[src/rtl/fifo_tx_pkg.sv]
// fifo_tx_pkg: shared states, default word width and counter sizing for the FIFO drain transmitter
package fifo_tx_pkg;
    typedef enum logic [2:0] {IDLE, POP, WAIT, START, DATA, PAR, STOP} state_t;
    localparam int FIFO_DW = 3;
    function automatic int bit_cnt_w(input int clks_per_bit);
        return (clks_per_bit > 1) ? $clog2(clks_per_bit) : 1;
    endfunction
endpackage

[src/rtl/fifo_tx_baud.sv]
// fifo_tx_baud: bit-timing counter; bit_end marks the last cycle of a bit, bit_pre the cycle before it
module fifo_tx_baud import fifo_tx_pkg::*; #(
    parameter int CLKS_PER_BIT = 16
) (
    input  logic rclk,
    input  logic rst,
    input  logic clr,
    output logic bit_end,
    output logic bit_pre
);
    localparam int CW = bit_cnt_w(CLKS_PER_BIT);
    logic [CW-1:0] cnt;
    assign bit_end = cnt == CW'(CLKS_PER_BIT - 1);
    assign bit_pre = cnt == CW'(CLKS_PER_BIT - 2);
    always_ff @(posedge rclk or negedge rst)
        if (!rst) cnt <= '0;
        else      cnt <= (clr || bit_end) ? '0 : cnt + CW'(1);
endmodule

[src/rtl/fifo_drain_tx.sv]
// fifo_drain_tx: pops words from the FIFO read side and sends each as a UART-style frame
// Define FIFO_TX_PARITY_EN to add an even-parity bit after the data bits.
module fifo_drain_tx import fifo_tx_pkg::*; #(
    parameter int CLKS_PER_BIT = 16,
    parameter int DW           = FIFO_DW
) (
    input  logic          rclk,
    input  logic          rst,
    input  logic          en,
    input  logic          empy,
    input  logic [DW-1:0] datout,
    output logic          rd,
    output logic          txd,
    output logic          busy,
    output logic          frame_done
);
    localparam int IW = $clog2(DW) + 1;
    state_t        state, state_n;
    logic [IW-1:0] idx, idx_n;
    logic [DW-1:0] sh, sh_n;
    logic          txd_n, bit_end, bit_pre, clr;
    assign clr = state inside {IDLE, POP, WAIT};
    fifo_tx_baud #(.CLKS_PER_BIT(CLKS_PER_BIT)) u_baud (
        .rclk(rclk), .rst(rst), .clr(clr), .bit_end(bit_end), .bit_pre(bit_pre)
    );
`ifdef FIFO_TX_PARITY_EN
    logic par;
    always_ff @(posedge rclk or negedge rst)
        if (!rst)               par <= 1'b0;
        else if (state == WAIT) par <= ^datout;
`endif
    always_comb begin
        state_n = state;
        idx_n   = idx;
        sh_n    = sh;
        case (state)
            IDLE:  if (en && !empy) state_n = POP;
            POP:   state_n = WAIT;
            WAIT:  begin sh_n = datout; state_n = START; end
            START: if (bit_end) begin state_n = DATA; idx_n = '0; end
            DATA:  if (bit_end) begin
                       if (idx == IW'(DW - 1))
`ifdef FIFO_TX_PARITY_EN
                           state_n = PAR;
`else
                           state_n = STOP;
`endif
                       else begin
                           idx_n = idx + IW'(1);
                           sh_n  = sh >> 1;
                       end
                   end
`ifdef FIFO_TX_PARITY_EN
            PAR:   if (bit_end) state_n = STOP;
`endif
            STOP:  if (bit_end) state_n = IDLE;
            default: state_n = IDLE;
        endcase
        // line level is decided one cycle early so txd comes straight from a flop
`ifdef FIFO_TX_PARITY_EN
        txd_n = state_n == START ? 1'b0 : state_n == DATA ? sh_n[0] : state_n == PAR ? par : 1'b1;
`else
        txd_n = state_n == START ? 1'b0 : state_n == DATA ? sh_n[0] : 1'b1;
`endif
    end
    always_ff @(posedge rclk or negedge rst)
        if (!rst) begin
            state      <= IDLE;
            idx        <= '0;
            sh         <= '0;
            rd         <= 1'b0;
            txd        <= 1'b1;
            busy       <= 1'b0;
            frame_done <= 1'b0;
        end else begin
            state      <= state_n;
            idx        <= idx_n;
            sh         <= sh_n;
            rd         <= state_n == POP;
            txd        <= txd_n;
            busy       <= state_n != IDLE;
            frame_done <= state == STOP && bit_pre;
        end
endmodule

[config.mk]
export PLATFORM = sky130hd
export DESIGN_NAME = fifo_drain_tx
export DESIGN_NICKNAME = d
export VERILOG_FILES = /design/src/rtl/fifo_tx_pkg.sv /design/src/rtl/fifo_tx_baud.sv /design/src/rtl/fifo_drain_tx.sv
export SDC_FILE = /design/constraint.sdc
export NUM_CORES = 1
export LEC_CHECK = 0
export BUFFER_PORTS_ARGS = -buffer_cell sky130_fd_sc_hd__clkbuf_2
export CORE_AREA = 2 2 56 58
export DETAILED_ROUTE_END_ITERATION = 8
export DIE_AREA = 0 0 58 60
export PLACE_DENSITY = 0.54
export SLEW_MARGIN = 20
export SYNTH_ARGS = -nofsm -noshare
export SYNTH_HDL_FRONTEND = slang
export SYNTH_HIERARCHICAL = 1
export SYNTH_SLANG_ARGS = --single-unit
[constraint.sdc]
create_clock -name rclk -period 2.4 [get_ports rclk]
set_clock_uncertainty 0.05 [all_clocks]
set_input_delay 0.12 -clock rclk [delete_from_list [all_inputs] [get_ports rclk]]
set_output_delay 0.12 -clock rclk [all_outputs]
set_load 0.005 [all_outputs]
---- Yosys cells after proc, flatten, opt, wreduce, memory -nomap -nowiden ----
Cells that the tools add are included.
cells by class
  add/subtract/negate cells ............... 2
  equal/unequal tests ..................... 14
  mux-type cells .......................... 16
  reductions and logical operators ........ 11
operator list
  cell                 number
  $mux 3               10
  $pmux 3 s6           1
  $eq 3x2->1 const B   4
  $pmux 3 s2           2
  $eq 3x3->1 const B   3
  $eq 4x4->1 const B   2
  $eq 3x1->1 const B   2
  $reduce_bool 3->1    2
  $add 4x1->4 const B  1
  $mux 4               1
  $ne 2x1->1 const B   2
  $reduce_and 4->1     1
  $reduce_bool 2->1    2
  $add 3x1->3 const B  1
  $logic_not 3->1      1
  $reduce_and 3->1     1
  $logic_and 1x1->1    2
  $mux 1               2
  $ne 2x2->1 const B   1
  $logic_not 1->1      1
  $logic_or 1x1->1     1
storage, ports and cells
  register bits after elaboration ......... 17
  input port bits ......................... 7
  output and inout port bits .............. 4

---- Logic depth before layout (Yosys ltp) ----
Gate-level depths: netlist of the first run.
  depth in word-level cells ............... 7
  gate-level depth with buffers ........... 7
  depth with buffers taken out ............ 6

---- By module ----
The synthesis of the first run kept the hierarchy.
by module, submodules not included
  module         instances  cells an instance  area each (µm²)  sequential area each (µm²)
  fifo_drain_tx  1          75                 711.9            326.6
  fifo_tx_baud   1          17                 195.2            100.1

---- Least setup slack after synthesis of the first run ----
Ideal clock, no wire load.
  kind .................................... register to register
  from .................................... register u_baud.cnt[0]
  to ...................................... register sh[0]
  data arrival time ....................... 1.575 ns
  setup slack ............................. 0.650 ns
  cell stages (with the launch flop) ...... 8
  clock period less this slack ............ 1.750 ns
  cell sequence ........................... dfrtp_1 -> ha_1 -> and3_2 -> buf_2 -> nor4bb_1 -> nand2b_1 -> nand3_1 -> nand3_1
between the ends
  cells in the longest elaborated chain, start to end .. 3
ends and longest elaborated chain
  item                    RTL line             source
  start, declared         fifo_tx_baud.sv:12   logic [CW-1:0] cnt;
  start signal, assigned  fifo_tx_baud.sv:17   else cnt <= (clr || bit_end) ? '0 : cnt + CW'(1);
  $eq 4x4->1              fifo_tx_baud.sv:13   assign bit_end = cnt == CW'(CLKS_PER_BIT - 1);
  named net bit_end       fifo_drain_tx.sv:21  logic txd_n, bit_end, bit_pre, clr;
  $mux 3                  fifo_drain_tx.sv:41  DATA: if (bit_end) begin
  $pmux 3 s2              fifo_drain_tx.sv:36  case (state)
  named net sh_n[0]       fifo_drain_tx.sv:20  logic [DW-1:0] sh, sh_n;
  end signal, assigned    fifo_drain_tx.sv:78  sh <= sh_n;
  end, declared           fifo_drain_tx.sv:20
The timed path passes the listed nets, and every way through them passes these cells. The select of a mux whose other input is x is not followed.
A chain may end at the register's enable or synchronous reset.

---- Final worst setup path of the first run ----
Ends and elaborated chain as after synthesis.

==> flow_summary.ini, run 1 <==
[outcome]
status = finished, final reports clean

[clocking]
clock_sinks = 17
numCtsBuffers = 3
cts_tree = built
htreeDepth = 1
post-cts-setup-buffer-count = 0
root_buffer = clkbuf_4
cts_resized = 0
cts.clk_slew.worst_paths_ns = 0.10
clk_latency_ns = 0.29
cts_hold_buf = 3
clk_path_buf_depth = 2

[global_route]
grt_pass1_vias = 687
grt_util_all_layers_pct = 11.2
grt_pass1_wl_um = 2950
antenna_found_initial = 0
grt_max_degree = 18
grt-ovfl-total = 0

[min_path]
hp-class = in -> reg

[drt]
drt_iter0_drc = 17
avgRoutedWirePerCell_um = 11.8
drt_wl_total_um = 1620
dr.pass1.iters = 4
dr_total_vias = 696
vias_per_cell = 5.04
final_antenna_net_count = 0
drcViolationCount = 0

[timing]
tightest_slew_ns = 0.439
slew_violations = 0
setup_violations = 0
rsz0062_at_grt = false
min_period_ns = 1.89
maxSlewHeadroom_pct = 70.7
setup-tns-final_ns = 0
timing.fmax_mhz = 528
fin_crit_sh_pct = 78.9
hold_violations = 0
hold_ws_ns = 0.0199

[pwr]
peakVddDrop_uv = 474
powerDensity_nw_per_um2 = 920
p_leak_nw = 0.471

[synthesis]
synthFlopType = dfrtp_1
synthDominantCellAreaShare_pct = 44.1
synth_enable_flop_cells = 0
yosysMostFrequentCell = dfrtp_1
ys_seq_area_share_pct = 47.0
yosys-top-cells-count = dfrtp_1 (16), nand2_1 (10), nor2_1 (6)
async_reset_ff_share_pct = 100
synth_cells = 92
avgSynthCellArea_um2 = 9.86
synth_area_leader_cell = dfrtp_1
yosysWarnings = 6
syn_area_um2 = 907
synth_cell_type_count = 35
yosys-top-cells-area = dfrtp_1 (44%), ha_1 (5.5%), nand2_1 (4.1%)
ys_seq_elements = 17
syn_nets = 103

[floorplan]
ios = 11
die-area_um2 = 3480
rows = 20
die_x_um = 58
dieHeight_um = 60
coreArea_um2 = 2900
start_util_pct = 31.3

[run]
max_cap_viol_count = 0

[critical_path]
regToRegSetupSlack_ns = 0.51
worstPathMaxFanout = 9
crit_path_end_kind = register
startpoint_type = register
crit_arrival_ns = 2.02
critPathKind = reg -> reg
cp.required_ns = 2.53

[cells_and_area]
finish.utilization_pct = 35.6
finalNonFillerCells = 138
nets = 117
drive_above_1_share_pct = 19.0
final_area_um2 = 1030
antennaDiodeCount = 0
area_growth_pct = 13.9

[place]
place_congestion = 0.763
port_buffers = 10
place_area_um2 = 977
post-place-cells = 131
dp_hpwl_um = 1200
[cells in the final DEF (no fill, tap or decap), drive strengths merged]
master,count
dfrtp,16
clkbuf,14
nand2,10
nor2,6
nand2b,5
inv,5
a21oi,5
o21ai,4
nand3,4
ha,4
dlygate4sd3,3
and3,3
nor2b,2
xnor2,2
and2,2
a22oi,2
a31oi,2
nor3,2
a2bb2oi,1
and2b,1
nor4bb,1
or3b,1
o211ai,1
and4b,1
nand3b,1
o31ai,1
a32o,1
o2bb2ai,1
dfstp,1
a31o,1
a21o,1
a311oi,1
[worst max-delay path, stage by stage, from the launching register on]
cell      delay, ns
dfrtp_1        0.42
ha_1           0.25
and3_2         0.29
nor4bb_1       0.38
nand2b_1       0.17
nand3_1        0.13
nand3_1        0.08
[stage by stage]
stage	setup slack (ns)	power (mW)
2_1_floorplan	0.650	0.727
3_3_place_gp	0.616	0.795
3_5_place_dp	0.537	0.803
4_1_cts	0.508	0.963
5_1_grt	0.269	1.06
6_report	0.507	0.951
[worst paths after layout]
path                               start     end  cells after the start
min in group asynchronous            rst  idx[2]                      2
min                            datout[1]   sh[1]                      3
max reg2reg                u_baud/cnt[0]   sh[0]                      6
max in group asynchronous            rst     txd                      2
min reg2reg                        sh[1]   sh[1]                      2
max                        u_baud/cnt[0]   sh[0]                      6
[logic make-up after synthesis]
logic type	count (synthesis)	synth area share (%)
flops	17	47.0
xor+xnor	2	1.93
compound gates	21	17.0
buf+inv	9	4.41
simple gates	39	24.1
fa+ha+maj	4	5.52
[layout make-up]
cell class / instances / area (µm²)
fillers: 304 / 1870
multi-input cells: 66 / 440
flip-flops and latches: 17 / 427
repair buffers: 13 / 80.1
well taps: 33 / 41.3
clock buffers: 4 / 26.3
inverters: 5 / 18.8
[power breakdown]
group / switching, mW / leakage (nW) / internal, mW
logic: 0.169 / 0.248 / 0.163
registers: 0.0981 / 0.209 / 0.367
clock network: 0.0893 / 0.0150 / 0.0647
[state kept, by name, summed over array words and instances, names as in the netlist]
register    cells
sh              3
idx             3
u_baud/cnt      4
busy            1
frame_done      1
state           3
txd             1
rd              1
[layer usage]
metal,GRT usage [%],vias up,wire (µm)
li1,-,347,-
met1,14.5,335,793
met4,3.32,0,11
met5,0,-,0
met2,17.4,12,740
met3,4.55,2,78
No activity file was read; power rests on OpenSTA's default activity.
==> inputs of run 2 (changes only) <==
- PLACE_DENSITY: 0.54 -> 0.55
- clock period: 2.4 -> 1.7 ns (I/O delays scaled with it)
==> flow_summary.ini, run 2 (synthesized netlist as in run 1, its figures left out) <==
[drt]
drt_wl_total_um = 1740
drt_iter0_drc = 21
dr_total_vias = 722
final_antenna_net_count = 0
vias_per_cell = 4.95
dr.pass1.iters = 4
avgRoutedWirePerCell_um = 11.9
drcViolationCount = 0

[clocking]
clk_path_buf_depth = 2
numCtsBuffers = 3
htreeDepth = 1
clk_latency_ns = 0.29
clock_sinks = 17
cts.clk_slew.worst_paths_ns = 0.10
cts_tree = built
root_buffer = clkbuf_4

[timing]
setup_violations = 0
timing.fmax_mhz = 643
setup_ws_ns = 0.144
hold_violations = 0
hold_ws_ns = 0.0353
slew_violations = 0
maxSlewHeadroom_pct = 71.2
fin_crit_sh_pct = 91.5
tightest_slew_ns = 0.432
setup-tns-final_ns = 0
min_period_ns = 1.56

[cells_and_area]
nets = 125
area_growth_pct = 23.2
largest_reg_flops = 4
multi_input_area_um2 = 462
register_area_um2 = 427
num-fill-cells = 306
top_register = u_baud/cnt
final_common_cell = dfrtp_1
drive_above_1_share_pct = 25.7
layout_common_cells = dfrtp_1 (16), nand2_1 (10), clkbuf_2 (10)
antennaDiodeCount = 0

[global_route]
grt_util_all_layers_pct = 11.9
grt_pass1_wl_um = 3110
grt_max_degree = 18
antenna_found_initial = 0
grt-ovfl-total = 0
grt_pass1_vias = 712

[floorplan]
ios = 11
start_util_pct = 31.3
dieHeight_um = 60
die-area_um2 = 3480
die_x_um = 58
coreArea_um2 = 2900
rows = 20

[critical_path]
crit_path_end_kind = register
worstPathMaxFanout = 6
startpoint_type = register
critPathKind = reg -> reg
crit_arrival_ns = 1.70
cp.required_ns = 1.84

[place]
port_buffers = 10
place_congestion = 0.723
dp_hpwl_um = 1270
post-place-ws_ns = 0.00260

[pwr]
peakVddDrop_uv = 741
p_leak_nw = 0.526
powerDensity_nw_per_um2 = 1300
total_power_mw = 1.46

[run]
max_cap_viol_count = 0

[min_path]
hp-class = in -> reg

[outcome]
status = finished, final reports clean
-- run 2: cell count changes in the layout (fill, tap and decap cells not counted), sizes merged --
cell / delta
buf: +7
dlygate4sd3: +1
-- run 2: layout make-up --
type	count	area share (%)
flip-flops and latches	17	38.2
repair buffers	21	12.8
multi-input cells	66	41.3
well taps	33	3.70
clock buffers	4	2.35
inverters	5	1.68
-- run 2: what timing repair did --
action	4_1_cts	5_1_grt
hold buffers	4	0
gates resized for setup	0	1
endpoints found under the setup margin	2	5
endpoints found under the hold margin	20	0
buffers inserted	1	1
pin swaps	0	1
-- run 2: layer usage --
layer	global-route usage [%]	wire length (µm)
met1	14.0	766
met3	3.90	54
met5	0	0
met2	20.6	902
met4	3.99	15
-- run 2: worst paths after layout --
path	cells after the start	end	slack, ns	from
max in group asynchronous	2	txd	1.08	rst
worst max-delay path	6	sh[0]	0.14	u_baud/cnt[1]
worst min register to register	2	sh[1]	0.46	sh[2]
worst max register to register	6	sh[0]	0.14	u_baud/cnt[1]
min in group asynchronous	2	idx[0]	0.20	rst
worst min-delay path	2	rd	0.04	en
-- run 2: stage by stage --
| stage | instances | cell area (µm²) | utilization [%] |
|---|---|---|---|
| floorplan | 92 | 925 | - |
| global placement | 136 | 1030 | 35.6 |
| detailed placement | 136 | 1030 | 35.6 |
| CTS | 145 | 1110 | 38.1 |
| global route | 146 | 1120 | 38.5 |
| finish | 146 | 1120 | 38.5 |
-- run 2: critical path: stages, from the launching register on --
cell      delay, ns
dfrtp_1        0.40
ha_2           0.20
and3_4         0.22
nor4bb_4       0.21
nand2b_1       0.15
nand3_1        0.14
nand3_1        0.08
-- run 2: report_power, final --
group          switching [mW]  total (mW)  internal, mW
registers              0.0760       0.595         0.519
clock network           0.134       0.225        0.0913
logic                   0.332       0.637         0.304
total                   0.542        1.46         0.915
==> inputs of run 3 (changes only) <==
- BUFFER_PORTS_ARGS: -buffer_cell sky130_fd_sc_hd__clkbuf_2 -> default
- DONT_BUFFER_PORTS: default -> 1
- PLACE_DENSITY: 0.55 -> 0.52
==> flow_summary.ini, run 3 (synthesized netlist as in run 1, its figures left out) <==
[global_route]
grt_max_degree = 18
grtUsageMet2_pct = 20.0
use_met3_pct = 3.90
busiest_layer = met2
use_met1_pct = 13.1
grt_pass1_vias = 689
grt-ovfl-total = 0
grt_pass1_wl_um = 3020
grt_util_all_layers_pct = 11.3
antenna_found_initial = 0

[drt]
drcViolationCount = 0
dr.pass1.iters = 4
dr_total_vias = 690
drt_iter0_drc = 15
final_antenna_net_count = 0
drt_wl_total_um = 1700
vias_per_cell = 5.00
avgRoutedWirePerCell_um = 12.3

[timing]
setup-tns-final_ns = 0
rsz0062_at_grt = false
fin_crit_sh_pct = 91.6
tightest_slew_ns = 0.771
timing.fmax_mhz = 642
setup_ws_ns = 0.142
maxSlewHeadroom_pct = 48.4
setup_violations = 0
hold_violations = 0
slew_violations = 0
min_period_ns = 1.56

[run]
max_cap_viol_count = 0

[critical_path]
path_cells = buf_4, nor2_2, and4b_1, dlygate4sd3_1
critPathSlowestCell = dlygate4sd3_1
critical_path_buf_inv_count = 2
worstPathMaxFanout = 11
cp.required_ns = 1.88
critPathKind = reg -> reg
cp_slowest_stage_delay_ns = 0.53
cp_top_family = buffers and inverters
crit_arrival_ns = 1.74
startpoint_type = register
crit_path_end_kind = register

[floorplan]
ios = 11
dieHeight_um = 60
rows = 20
coreArea_um2 = 2900
die_x_um = 58
die-area_um2 = 3480
start_util_pct = 31.3

[cells_and_area]
register_area_um2 = 427
nets = 117
layout_common_cells = dfrtp_1 (16), nand2_1 (10), buf_4 (7)
multi_input_area_um2 = 464
antennaDiodeCount = 0
largest_reg_flops = 4
top_register = u_baud/cnt
area_growth_pct = 20.1
final_common_cell = dfrtp_1
drive_above_1_share_pct = 19.0
num-fill-cells = 299
finish.utilization_pct = 37.5

[pwr]
powerDensity_nw_per_um2 = 1320
total_power_mw = 1.44
peakVddDrop_uv = 851
p_leak_nw = 0.494

[clocking]
clock_sinks = 17
htreeDepth = 1
clk_latency_ns = 0.29
cts_tree = built
root_buffer = clkbuf_4
numCtsBuffers = 3
cts.clk_slew.worst_paths_ns = 0.10
clk_path_buf_depth = 2

[place]
port_buffers = 0
dp_hpwl_um = 1260
place_congestion = 0.745
post-place-ws_ns = 0.0297

[outcome]
status = finished, final reports clean

[min_path]
hp-class = in -> reg
==> run 3: worst reg2reg max path, delay by kind of cell (launching register included) <==
family | cells | cell delay, ns
buffers and inverters | 2 | 0.71
flip-flops | 1 | 0.39
AND/OR/NAND/NOR | 2 | 0.35
==> run 3: what timing repair did <==
action	CTS	global route
hold buffers	6	0
buffers inserted	1	1
hold endpoints to repair	21	0
endpoints found under the setup margin	1	6
pin swaps	0	1
gates resized for setup	0	2
cloned	0	0
==> run 3: stage by stage <==
| stage | instance area [µm²] | hold WS (ns) | instances |
|---|---|---|---|
| after floorplan | 925 | -0.261 | 92 |
| final | 1090 | 0.00980 | 138 |
| after CTS | 1080 | 0.0206 | 137 |
| after global placement | 982 | -0.260 | 126 |
| after global routing | 1090 | 0.0131 | 138 |
| after detailed placement | 982 | -0.260 | 126 |
==> run 3: worst paths after layout <==
kind,start,end,slack [ns],cells past startpoint
worst max register to register,state[0],rd,0.14,4
worst max-delay path,state[0],rd,0.14,4
min in group asynchronous,rst,idx[0],0.26,1
max in group asynchronous,rst,state[2],0.86,1
worst min-delay path,en,busy,0.01,2
worst min register to register,sh[1],sh[1],0.46,2
==> run 3: power by group <==
part | leakage [nW] | total [mW] | internal, mW | switching (mW)
clock network | 0.0150 | 0.217 | 0.0912 | 0.125
logic | 0.271 | 0.625 | 0.297 | 0.328
registers | 0.209 | 0.596 | 0.520 | 0.0761
==> run 3: final cells by class <==
type                            instances  area share [%]
Timing Repair Buffer                   13            10.3
Multi-Input combinational cell         66            42.6
Sequential cell                        17            39.2
Tap cell                               33            3.79
Clock buffer                            4            2.41
Inverter                                5            1.72
==> run 3: routing by layer <==
metal	vias to the layer above	share of wire, %
met5	-	0
met4	0	0.47
met3	2	3.4
met2	9	50
met1	330	46
li1	349	-
